--- config.mk ---
export PLATFORM = sky130hd
export DESIGN_NAME = midi_uart_tx
export DESIGN_NICKNAME = d
export VERILOG_FILES = /design/src/rtl/midi_pkg.sv /design/src/rtl/midi_byte_fifo.sv /design/src/rtl/midi_uart_tx.sv
export SDC_FILE = /design/constraint.sdc
export NUM_CORES = 1
export LEC_CHECK = 0
export CAP_MARGIN = 20
export CORE_MARGIN = 8
export CORE_UTILIZATION = 60
export CTS_BUF_LIST = sky130_fd_sc_hd__clkbuf_8
export DETAILED_ROUTE_END_ITERATION = 12
export PLACE_DENSITY = 0.78
export REMOVE_ABC_BUFFERS = 1
export SETUP_SLACK_MARGIN = 0.2
export SYNTH_ARGS = -nofsm -noshare
export SYNTH_HDL_FRONTEND = slang
export SYNTH_SLANG_ARGS = --single-unit
--- constraint.sdc ---
create_clock -name fpga_clk -period 4.2 [get_ports fpga_clk]
set_input_delay 1.05 -clock fpga_clk [delete_from_list [all_inputs] [get_ports fpga_clk]]
set_output_delay 1.05 -clock fpga_clk [all_outputs]
set_load 0.02 [all_outputs]
--- src/rtl/midi_pkg.sv ---
// midi_pkg: shared constants and FSM state encoding for the outbound MIDI serializer.
// Status-byte range helpers are used by the running-status filter (MIDI_RUNNING_STATUS_EN).

package midi_pkg;

    // Standard MIDI serial bit rate.
    localparam int unsigned MIDI_BAUD = 31250;

    // Status byte ranges.
    localparam logic [7:0] CH_STATUS_LO  = 8'h80;
    localparam logic [7:0] CH_STATUS_HI  = 8'hEF;
    localparam logic [7:0] SYS_COMMON_HI = 8'hF7;
    localparam logic [7:0] REALTIME_LO   = 8'hF8;

    // Transmit FSM state encoding.
    typedef logic [1:0] tx_state_t;
    localparam tx_state_t IDLE  = 2'd0;
    localparam tx_state_t START = 2'd1;
    localparam tx_state_t DATA  = 2'd2;
    localparam tx_state_t STOP  = 2'd3;

    // Channel voice/mode status (0x80-0xEF).
    function automatic logic is_ch_status(input logic [7:0] b);
        return (b >= CH_STATUS_LO) && (b <= CH_STATUS_HI);
    endfunction

    // System common / sysex status (0xF0-0xF7); cancels running status.
    function automatic logic is_sys_common(input logic [7:0] b);
        return (b > CH_STATUS_HI) && (b <= SYS_COMMON_HI);
    endfunction

    // System realtime (0xF8-0xFF); transparent to running status.
    function automatic logic is_realtime(input logic [7:0] b);
        return b >= REALTIME_LO;
    endfunction

endpackage

--- src/rtl/midi_byte_fifo.sv ---
// midi_byte_fifo: synchronous show-ahead FIFO with registered full/level.
// A write while full is dropped (drop_o pulses) even if a read happens in the same cycle,
// so the full flag alone decides acceptance. Reads on an empty FIFO are ignored.

module midi_byte_fifo #(
    parameter int unsigned WIDTH = 8,
    parameter int unsigned DEPTH = 16,
    parameter int unsigned LVL_W = $clog2(DEPTH + 1)
) (
    input  logic             clk_i,
    input  logic             rst_i,
    input  logic             wr_en_i,
    input  logic [WIDTH-1:0] wr_data_i,
    input  logic             rd_en_i,
    output logic [WIDTH-1:0] rd_data_o,
    output logic             full_o,
    output logic             empty_o,
    output logic [LVL_W-1:0] level_o,
    output logic             drop_o
);

    localparam int unsigned ADDR_W = (DEPTH > 1) ? $clog2(DEPTH) : 1;

    logic [WIDTH-1:0]  mem_q [DEPTH];
    logic [ADDR_W-1:0] wr_ptr_q, wr_ptr_d;
    logic [ADDR_W-1:0] rd_ptr_q, rd_ptr_d;
    logic [LVL_W-1:0]  level_q, level_d;
    logic              full_q, full_d;
    logic              push, pop;

    assign push    = wr_en_i && !full_q;
    assign pop     = rd_en_i && (level_q != '0);
    assign drop_o  = wr_en_i && full_q;
    assign empty_o = (level_q == '0);
    assign full_o  = full_q;
    assign level_o = level_q;

    // Head of queue is presented combinationally.
    assign rd_data_o = mem_q[rd_ptr_q];

    // Next-state pointers, level and full flag; pointers wrap since DEPTH is a power of two.
    always_comb begin
        wr_ptr_d = wr_ptr_q;
        rd_ptr_d = rd_ptr_q;
        level_d  = level_q;
        if (push) begin
            wr_ptr_d = wr_ptr_q + ADDR_W'(1);
        end
        if (pop) begin
            rd_ptr_d = rd_ptr_q + ADDR_W'(1);
        end
        unique case ({push, pop})
            2'b10:   level_d = level_q + LVL_W'(1);
            2'b01:   level_d = level_q - LVL_W'(1);
            default: level_d = level_q;
        endcase
        full_d = (level_d == LVL_W'(DEPTH));
    end

    // Pointer and occupancy state.
    always_ff @(posedge clk_i or posedge rst_i) begin
        if (rst_i) begin
            wr_ptr_q <= '0;
            rd_ptr_q <= '0;
            level_q  <= '0;
            full_q   <= 1'b0;
        end else begin
            wr_ptr_q <= wr_ptr_d;
            rd_ptr_q <= rd_ptr_d;
            level_q  <= level_d;
            full_q   <= full_d;
        end
    end

    // Storage array; no reset needed, contents are only read behind the pointers.
    always_ff @(posedge clk_i) begin
        if (push) begin
            mem_q[wr_ptr_q] <= wr_data_i;
        end
    end

endmodule

--- src/rtl/midi_uart_tx.sv ---
// midi_uart_tx: outbound MIDI serializer (8N1, LSB first, true polarity, idle high).
// Bytes are queued in midi_byte_fifo and shifted out back-to-back with no idle gap.
// Optional build macro MIDI_RUNNING_STATUS_EN: suppresses a channel status byte that
// repeats the current running status instead of sending it.

module midi_uart_tx
    import midi_pkg::*;
#(
    parameter int unsigned CLK_HZ     = 50000000,
    parameter int unsigned BAUD       = MIDI_BAUD,
    parameter int unsigned FIFO_DEPTH = 16,
    parameter int unsigned LVL_W      = $clog2(FIFO_DEPTH + 1)
) (
    input  logic             fpga_clk,
    input  logic             reset,
    input  logic             wr_en,
    input  logic [7:0]       wr_data,
    input  logic             ovf_clr,
    output logic             full,
    output logic [LVL_W-1:0] fifo_level,
    output logic             overflow,
    output logic             busy,
    output logic             midi_txd
);

    localparam int unsigned BAUD_DIV = CLK_HZ / BAUD;
    localparam int unsigned CNT_W    = (BAUD_DIV > 1) ? $clog2(BAUD_DIV) : 1;
    localparam logic [CNT_W-1:0] CNT_RELOAD = CNT_W'(BAUD_DIV - 1);

    tx_state_t        state_q, state_d;
    logic [CNT_W-1:0] cnt_q, cnt_d;
    logic [2:0]       bit_q, bit_d;
    logic [7:0]       shift_q, shift_d;
    logic             txd_q, txd_d;
    logic             ovf_q, ovf_d;

    logic             fifo_pop;
    logic [7:0]       fifo_rd;
    logic             fifo_empty;
    logic             fifo_drop;
    logic             send_ok;
    logic             bit_end;

    midi_byte_fifo #(
        .WIDTH (8),
        .DEPTH (FIFO_DEPTH),
        .LVL_W (LVL_W)
    ) u_fifo (
        .clk_i     (fpga_clk),
        .rst_i     (reset),
        .wr_en_i   (wr_en),
        .wr_data_i (wr_data),
        .rd_en_i   (fifo_pop),
        .rd_data_o (fifo_rd),
        .full_o    (full),
        .empty_o   (fifo_empty),
        .level_o   (fifo_level),
        .drop_o    (fifo_drop)
    );

`ifdef MIDI_RUNNING_STATUS_EN
    logic [7:0] last_status_q, last_status_d;
    logic       discard;

    // Running-status filter: decide whether the head byte is sent and track last status.
    always_comb begin
        discard       = is_ch_status(fifo_rd) && (fifo_rd == last_status_q);
        last_status_d = last_status_q;
        if (fifo_pop && !discard) begin
            if (is_ch_status(fifo_rd)) begin
                last_status_d = fifo_rd;
            end else if (is_sys_common(fifo_rd)) begin
                last_status_d = 8'h00;
            end
        end
    end

    // Running-status register.
    always_ff @(posedge fpga_clk or posedge reset) begin
        if (reset) begin
            last_status_q <= 8'h00;
        end else begin
            last_status_q <= last_status_d;
        end
    end

    assign send_ok = !discard;
`else
    assign send_ok = 1'b1;
`endif

    // The counter sits at reload in IDLE, so every bit is exactly BAUD_DIV cycles.
    assign bit_end = (cnt_q == '0);

    // Transmit FSM, baud counter and shift register next state.
    always_comb begin
        state_d  = state_q;
        cnt_d    = cnt_q;
        bit_d    = bit_q;
        shift_d  = shift_q;
        fifo_pop = 1'b0;

        if (state_q == IDLE) begin
            cnt_d = CNT_RELOAD;
        end else if (bit_end) begin
            cnt_d = CNT_RELOAD;
        end else begin
            cnt_d = cnt_q - CNT_W'(1);
        end

        unique case (state_q)
            IDLE: begin
                if (!fifo_empty) begin
                    fifo_pop = 1'b1;
                    if (send_ok) begin
                        shift_d = fifo_rd;
                        state_d = START;
                    end
                end
            end
            START: begin
                if (bit_end) begin
                    bit_d   = 3'd0;
                    state_d = DATA;
                end
            end
            DATA: begin
                if (bit_end) begin
                    shift_d = {1'b0, shift_q[7:1]};
                    if (bit_q == 3'd7) begin
                        state_d = STOP;
                    end else begin
                        bit_d = bit_q + 3'd1;
                    end
                end
            end
            STOP: begin
                if (bit_end) begin
                    state_d = IDLE;
                    // Chain straight into the next start bit when more data is queued.
                    if (!fifo_empty) begin
                        fifo_pop = 1'b1;
                        if (send_ok) begin
                            shift_d = fifo_rd;
                            state_d = START;
                        end
                    end
                end
            end
            default: state_d = IDLE;
        endcase
    end

    // Line level for the current state; registered so midi_txd is glitch-free.
    always_comb begin
        unique case (state_q)
            START:   txd_d = 1'b0;
            DATA:    txd_d = shift_q[0];
            default: txd_d = 1'b1;
        endcase
    end

    // Sticky overflow; a new drop beats a simultaneous clear.
    always_comb begin
        ovf_d = ovf_q;
        if (fifo_drop) begin
            ovf_d = 1'b1;
        end else if (ovf_clr) begin
            ovf_d = 1'b0;
        end
    end

    // Transmitter state registers.
    always_ff @(posedge fpga_clk or posedge reset) begin
        if (reset) begin
            state_q <= IDLE;
            cnt_q   <= CNT_RELOAD;
            bit_q   <= 3'd0;
            shift_q <= 8'h00;
            txd_q   <= 1'b1;
            ovf_q   <= 1'b0;
        end else begin
            state_q <= state_d;
            cnt_q   <= cnt_d;
            bit_q   <= bit_d;
            shift_q <= shift_d;
            txd_q   <= txd_d;
            ovf_q   <= ovf_d;
        end
    end

    assign busy     = (state_q != IDLE);
    assign midi_txd = txd_q;
    assign overflow = ovf_q;

endmodule

==> results.txt, run 1 <==
status -> complete, no violations
FF-to-FF path depth -> 12
flop2flop setup slack -> 0.54 ns
RR Startpoint -> cnt_q[0]
CTS H-tree depth -> 4
Max VDD drop -> 0.416 mV
Setup Viol. Count Final -> 0
clk sinks -> 168
startpoint types -> flip-flop
most common cell in the netlist -> edfxtp_1
Worst Setup End Kind -> flip-flop
Syn Inst Count -> 414
critical setup path kind -> reg2reg
final hold vios -> 0
pre-CTS WS -> 0.570 ns
final setup TNS -> 0 ns
number of global-route vias before repair -> 3710
RePlAce Congestion -> 0.738
hpwl dp -> 7.91 mm
layout cells sized above 1 -> 0.211
I/O pin cnt -> 21
Mapped Area -> 6970 um^2
ys async rst share -> 0.238
Synth top area share -> 0.552
leak pwr -> 0.00270 uW
Yosys reg bits -> 168
clock buffer count from CTS -> 17
hold crit path type -> reg2reg
via/cell ratio -> 5.90
first-pass GRT wire length -> 19.8 mm
CP Capture Point -> u_fifo.full_o
GRT Residual Overflow -> 0
Crit. Startpoint -> cnt_q[0]
Syn. warnings -> 0
Main synth FF type -> edfxtp_1
top cell type by total area after synthesis -> edfxtp_1
Die ar. -> 15300 um^2
FF-to-FF End -> u_fifo.full_o
Power Density -> 651 nW/um^2
total setup buffers inserted after CTS -> 0
Worst EP arrival -> 4.00 ns
Total Routing Usage GR -> 0.179
Clk Tree Root Cell -> clkbuf_8
Seq/Total Area, Yosys -> 0.697
crit path time final -> 3.66 ns
largest net degree at the start of global routing -> 41
Site Rows -> 39
setup ws final -> 0.541 ns
Avg WL per Cell -> 20.5 um
Resized Gates After CTS -> 0
DR vias -> 3532
top cells by instance count after synthesis -> edfxtp_1 (128), mux4_2 (32), nor2_1 (32), dfrtp_1 (31), a21oi_1 (25)
worst-margin pin slew -> 0.906 ns
max-cap check violation count -> 0
synth unique cells -> 44
clock latency on the worst-skew pair -> 0.45 ns
DR pass1 iterations -> 4
Clock Path Buffers -> 2
syn avg cell area -> 16.8 um^2
Residual DRC -> 0
Crit path required time -> 4.54 ns
Slew Limit Fails -> 0
Post-Route WL -> 12.3 mm
Post-synth EDFFs -> 128
Rel. slew slack -> 0.394
final net count -> 473
initial antenna violation count -> 0
Reg clk slew, reported paths -> 0.08 ns
1st-iter DRT viols -> 253
Final ANT Viol Nets -> 0
hold_buf cts -> 0
Fmax -> 273 MHz
Final period util -> 0.871
Clock Skew -> 0.0124 ns
synth top area cells -> edfxtp_1 (55%), dfrtp_1 (11%), mux4_2 (10%)
CTS tree -> built
Max FO, Critical Path -> 8
initial core utilization -> 0.613
Area growth syn-to-layout -> 10.4%
die width -> 124 um
port buffer count -> 20
die height -> 124 um
core area -> 11400 um^2
n_diodes -> 0
RSZ-0062 raised after global routing -> no
metal layers:
metal | routed length [um] | share of wire | vias to the layer above | GRT usage
li1 | - | - | 1658 | -
met1 | 5010 | 0.41 | 1769 | 0.222
met2 | 6370 | 0.52 | 87 | 0.293
met3 | 641 | 0.052 | 18 | 0.0399
met4 | 235 | 0.019 | 0 | 0.0865
met5 | 0 | 0 | - | 0
power by group:
part | leakage, uW | total (uW) | internal (uW) | switching, uW
Combinational | 0.000881 | 1580 | 765 | 819
Sequential | 0.00163 | 2380 | 2090 | 291
Clock | 0.000188 | 1040 | 469 | 576
Total | 0.00270 | 5010 | 3320 | 1690
registers in the layout (all words and copies together) (netlist names), 2 cells and up:
signal and count:
u_fifo.mem_q 128, u_fifo.wr_ptr_q 4, state_q 2, u_fifo.rd_ptr_q 4, u_fifo.level_o 5, bit_q 3, cnt_q 11, shift_q 8
stage by stage:
stage / instance area (um^2) / hold WS, ns / instances / utilization / total power (uW)
6_report: 7690 / 0.469 / 599 / 0.676 / 5010
2_1_floorplan: 6890 / 0.428 / 396 / - / 3510
3_3_place_gp: 7330 / 0.438 / 567 / 0.645 / 3950
3_5_place_dp: 7330 / 0.443 / 567 / 0.645 / 4010
4_1_cts: 7690 / 0.464 / 599 / 0.676 / 5050
5_1_grt: 7690 / 0.486 / 599 / 0.676 / 5310
worst max-delay path, cell delays in order, from the launching register on:
cell	delay, ns
dfstp_2	0.38
inv_1	0.05
ha_1	0.17
nor3b_2	0.37
a41oi_2	0.35
nor4_4	0.49
ha_1	0.36
ha_1	0.31
a21o_1	0.16
a21oi_1	0.17
mux2i_1	0.24
xnor2_1	0.15
nor4bb_1	0.33
how the worst min path moves through the flow:
| stage | cells after the start | endpoint | start |
|---|---|---|---|
| floorplan | 1 | cnt_q[0] | cnt_q[0] |
| global placement | 1 | cnt_q[0] | cnt_q[0] |
| detailed placement | 1 | cnt_q[0] | cnt_q[0] |
| CTS | 1 | cnt_q[0] | cnt_q[0] |
| global route | 1 | cnt_q[0] | cnt_q[0] |
| finish | 1 | cnt_q[0] | cnt_q[0] |
cells by family after synthesis:
kind of cell	synth area share
flip-flops	0.697
AND/OR/NAND/NOR	0.0600
buffers and inverters	0.0176
adder cells (fa/ha/maj)	0.0334
multiplexers	0.111
AO/OA/AOI/OAI	0.0594
XOR/XNOR	0.0214
placed cells by master, fill, tap and decap left out, types with 2 or more instances in the layout:
master and n:
a21o_1 2, a21oi_1 25, a22oi_1 18, buf_4 8, clkbuf_8 17, clkdlybuf4s50_1 20
clkinv_2 6, dfrtp_1 29, dfrtp_2 2, dfstp_2 9, edfxtp_1 128, ha_1 17
inv_1 12, inv_6 5, mux2_2 4, mux4_2 32, nand2_1 22, nand2b_1 2
nand4_1 2, nor2_1 32, nor2b_1 4, nor3_1 5, o21ai_0 11, o31ai_1 2
or4_4 2, xnor2_1 12, xor2_1 5
layout make-up:
type	instances	area [um^2]
timing repair buffer	28	260
sequential	168	4860
clock inverter	15	124
tap	143	179
inverter	12	45.0
clock buffer	17	234
multi-input combinational	216	1990
fill	736	3680
(Power assumes the default switching activity.)
==> run 2: changes to the inputs <==
--- a/config.mk
+++ b/config.mk
@@ -13,6 +13,8 @@
 export PLACE_DENSITY = 0.78
 export REMOVE_ABC_BUFFERS = 1
 export SETUP_SLACK_MARGIN = 0.2
+export SKIP_LAST_GASP = 1
 export SYNTH_ARGS = -nofsm -noshare
 export SYNTH_HDL_FRONTEND = slang
+export SYNTH_HIERARCHICAL = 1
 export SYNTH_SLANG_ARGS = --single-unit
==> run 2 against run 1 <==
Setup slack better by 0.17 ns. Area after synthesis is 3.5% higher. Critical endpoint is now u_fifo/full_o. Critical path type unchanged. Sequential power hardly changed. Largest power group unchanged.
==> results.txt, run 2 <==
placed cell areas -> 7510 um^2
DR pass1 iterations -> 5
syn avg cell area -> 17.4 um^2
Site Rows -> 40
pre-CTS WS -> 0.504 ns
hold endpoint -> cnt_q[0]
Max VDD drop -> 0.419 mV
Final period util -> 0.831
hold depth -> 1
clock latency on the worst-skew pair -> 0.44 ns
overall power -> 5280 uW
synth unique cells -> 55
met3 Track Usage GR -> 0.0380
flop2flop setup slack -> 0.71 ns
initial core utilization -> 0.608
CP Buf/Inv Count -> 1
crit path time final -> 3.49 ns
final hold vios -> 0
Mapped Area -> 7210 um^2
final net count -> 473
Power Density -> 666 nW/um^2
DR vias -> 3698
CTS tree -> built
number of global-route vias before repair -> 3715
n_diodes -> 0
largest net degree at the start of global routing -> 30
Final ANT Viol Nets -> 0
Rel. slew slack -> 0.364
RePlAce Congestion -> 0.798
FF-to-FF End -> u_fifo/full_o
Crit-path slowest cell -> or4_4
Clock Path Buffers -> 2
busiest layer in global routing -> met2
die width -> 126 um
Regs by FF count -> u_fifo/mem_q x128, cnt_q x11, shift_q x8
Residual DRC -> 0
Post-Route WL -> 12.7 mm
first-pass GRT wire length -> 20.0 mm
critical path cell sequence -> inv_1, ha_1, nor4b_2, and3_2, a21oi_1, nor3_1, o21a_4, ha_1, ha_1, a21oi_1, a21boi_0, or4_4, a211oi_2
Clock Skew -> 0.0170 ns
worst-margin pin slew -> 0.955 ns
Synth top area share -> 0.533
layout cells sized above 1 -> 0.208
Clk Tree Root Cell -> clkbuf_8
port buffer count -> 20
Slew Limit Fails -> 0
initial antenna violation count -> 0
core area -> 11900 um^2
hpwl dp -> 8.33 mm
Fill cells -> 783
Largest register FFs -> 128
Post-synth EDFFs -> 128
Syn. warnings -> 6
Resized Gates After CTS -> 0
RR Startpoint -> cnt_q[0]
Die ar. -> 15800 um^2
top cells by instance count after synthesis -> edfxtp_1 (128), dfrtp_1 (31), nand2_1 (27), mux4_2 (21), and2_1 (20)
Seq/Total Area, Yosys -> 0.674
CTS H-tree depth -> 4
synth top area cells -> edfxtp_1 (53%), dfrtp_1 (11%), mux4_2 (6.6%)
via/cell ratio -> 6.13
Yosys reg bits -> 168
Reg clk slew, reported paths -> 0.09 ns
most common cell in the netlist -> edfxtp_1
Setup Viol. Count Final -> 0
FF-to-FF path depth -> 13
Main synth FF type -> edfxtp_1
final setup TNS -> 0 ns
CP peak stage delay -> 0.51 ns
top cell type by total area after synthesis -> edfxtp_1
ys async rst share -> 0.238
hold_buf cts -> 0
Syn Inst Count -> 414
setup ws final -> 0.708 ns
Worst Setup End Kind -> flip-flop
die height -> 126 um
startpoint types -> flip-flop
clk sinks -> 168
I/O pin cnt -> 21
grt met2 use -> 0.277
leak pwr -> 0.00282 uW
Avg WL per Cell -> 21.0 um
hold crit path type -> reg2reg
most common cell after layout, fill and taps aside -> edfxtp_1
RSZ-0062 raised after global routing -> no
Total Routing Usage GR -> 0.169
fin area -> 7940 um^2
Max FO, Critical Path -> 6
commonest non-fill, non-tap cells in the layout -> edfxtp_1 (128), dfrtp_1 (30), nand2_1 (27)
M1 GR Usage -> 0.212
status -> complete, no violations
largest reg by FF count -> u_fifo/mem_q
Crit path required time -> 4.56 ns
Worst EP arrival -> 3.85 ns
Area growth syn-to-layout -> 10.1%
clock buffer count from CTS -> 17
1st-iter DRT viols -> 242
crit-path leading delay family -> simple AND/OR/NAND/NOR gates
hold path startpoint -> cnt_q[0]
critical setup path kind -> reg2reg
CP dominant cell by count -> ha_1
total setup buffers inserted after CTS -> 0
GRT Residual Overflow -> 0
max-cap check violation count -> 0
Fmax -> 286 MHz
Worst Hold Slack -> 0.464 ns
==> run 2: kinds of logic after synthesis <==
| family | share of synthesized area |
|---|---|
| fa+ha+maj | 0.0323 |
| mux | 0.134 |
| compound gates | 0.0444 |
| xor+xnor | 0.0194 |
| flops | 0.674 |
| buf+inv | 0.0233 |
| simple gates | 0.0727 |
==> run 2: worst reg2reg max path, stage by stage, from the launching register on <==
cell	delay [ns]
dfstp_2	0.39
inv_1	0.07
ha_1	0.14
nor4b_2	0.34
and3_2	0.30
a21oi_1	0.09
nor3_1	0.18
o21a_4	0.20
ha_1	0.29
ha_1	0.34
a21oi_1	0.19
a21boi_0	0.14
or4_4	0.51
a211oi_2	0.23
==> run 2: how the worst max path moves through the flow <==
stage,start,endpoint,slack [ns],depth (start not counted)
2_1_floorplan,u_fifo/level_o[1],u_fifo/full_o,1.01,10
3_3_place_gp,wr_en,u_fifo/full_o,0.60,10
3_5_place_dp,wr_en,u_fifo/full_o,0.50,10
4_1_cts,cnt_q[0],u_fifo/full_o,0.73,13
5_1_grt,cnt_q[0],u_fifo/full_o,0.45,13
6_report,cnt_q[0],u_fifo/full_o,0.71,13
==> run 2: through the flow <==
step                      instances  utilization
after floorplan                 399            -
after global placement          570        0.633
after detailed placement        570        0.633
after CTS                       602        0.667
after global routing            603        0.669
final                           603        0.669
==> run 2: routing by layer <==
layer  share of wire  vias to the layer above
li1                -                     1666
met1            0.42                     1912
met2            0.51                      101
met3           0.050                       19
met4           0.022                        0
met5               0                        -
==> run 2: cell type report <==
class                           count  area (um^2)  share of cell area
Clock buffer                       17          234              0.0295
Clock inverter                     15          164              0.0207
Timing Repair Buffer               25          258              0.0325
Multi-Input combinational cell    217         2190               0.275
Sequential cell                   168         4860               0.612
Tap cell                          147          184              0.0232
Inverter                           14         52.6             0.00662
==> run 2: power breakdown <==
part / switching [uW] / total [uW] / internal (uW)
Combinational: 881 / 1790 / 908
Clock: 595 / 1140 / 541
Sequential: 265 / 2360 / 2090
Total: 1740 / 5280 / 3540
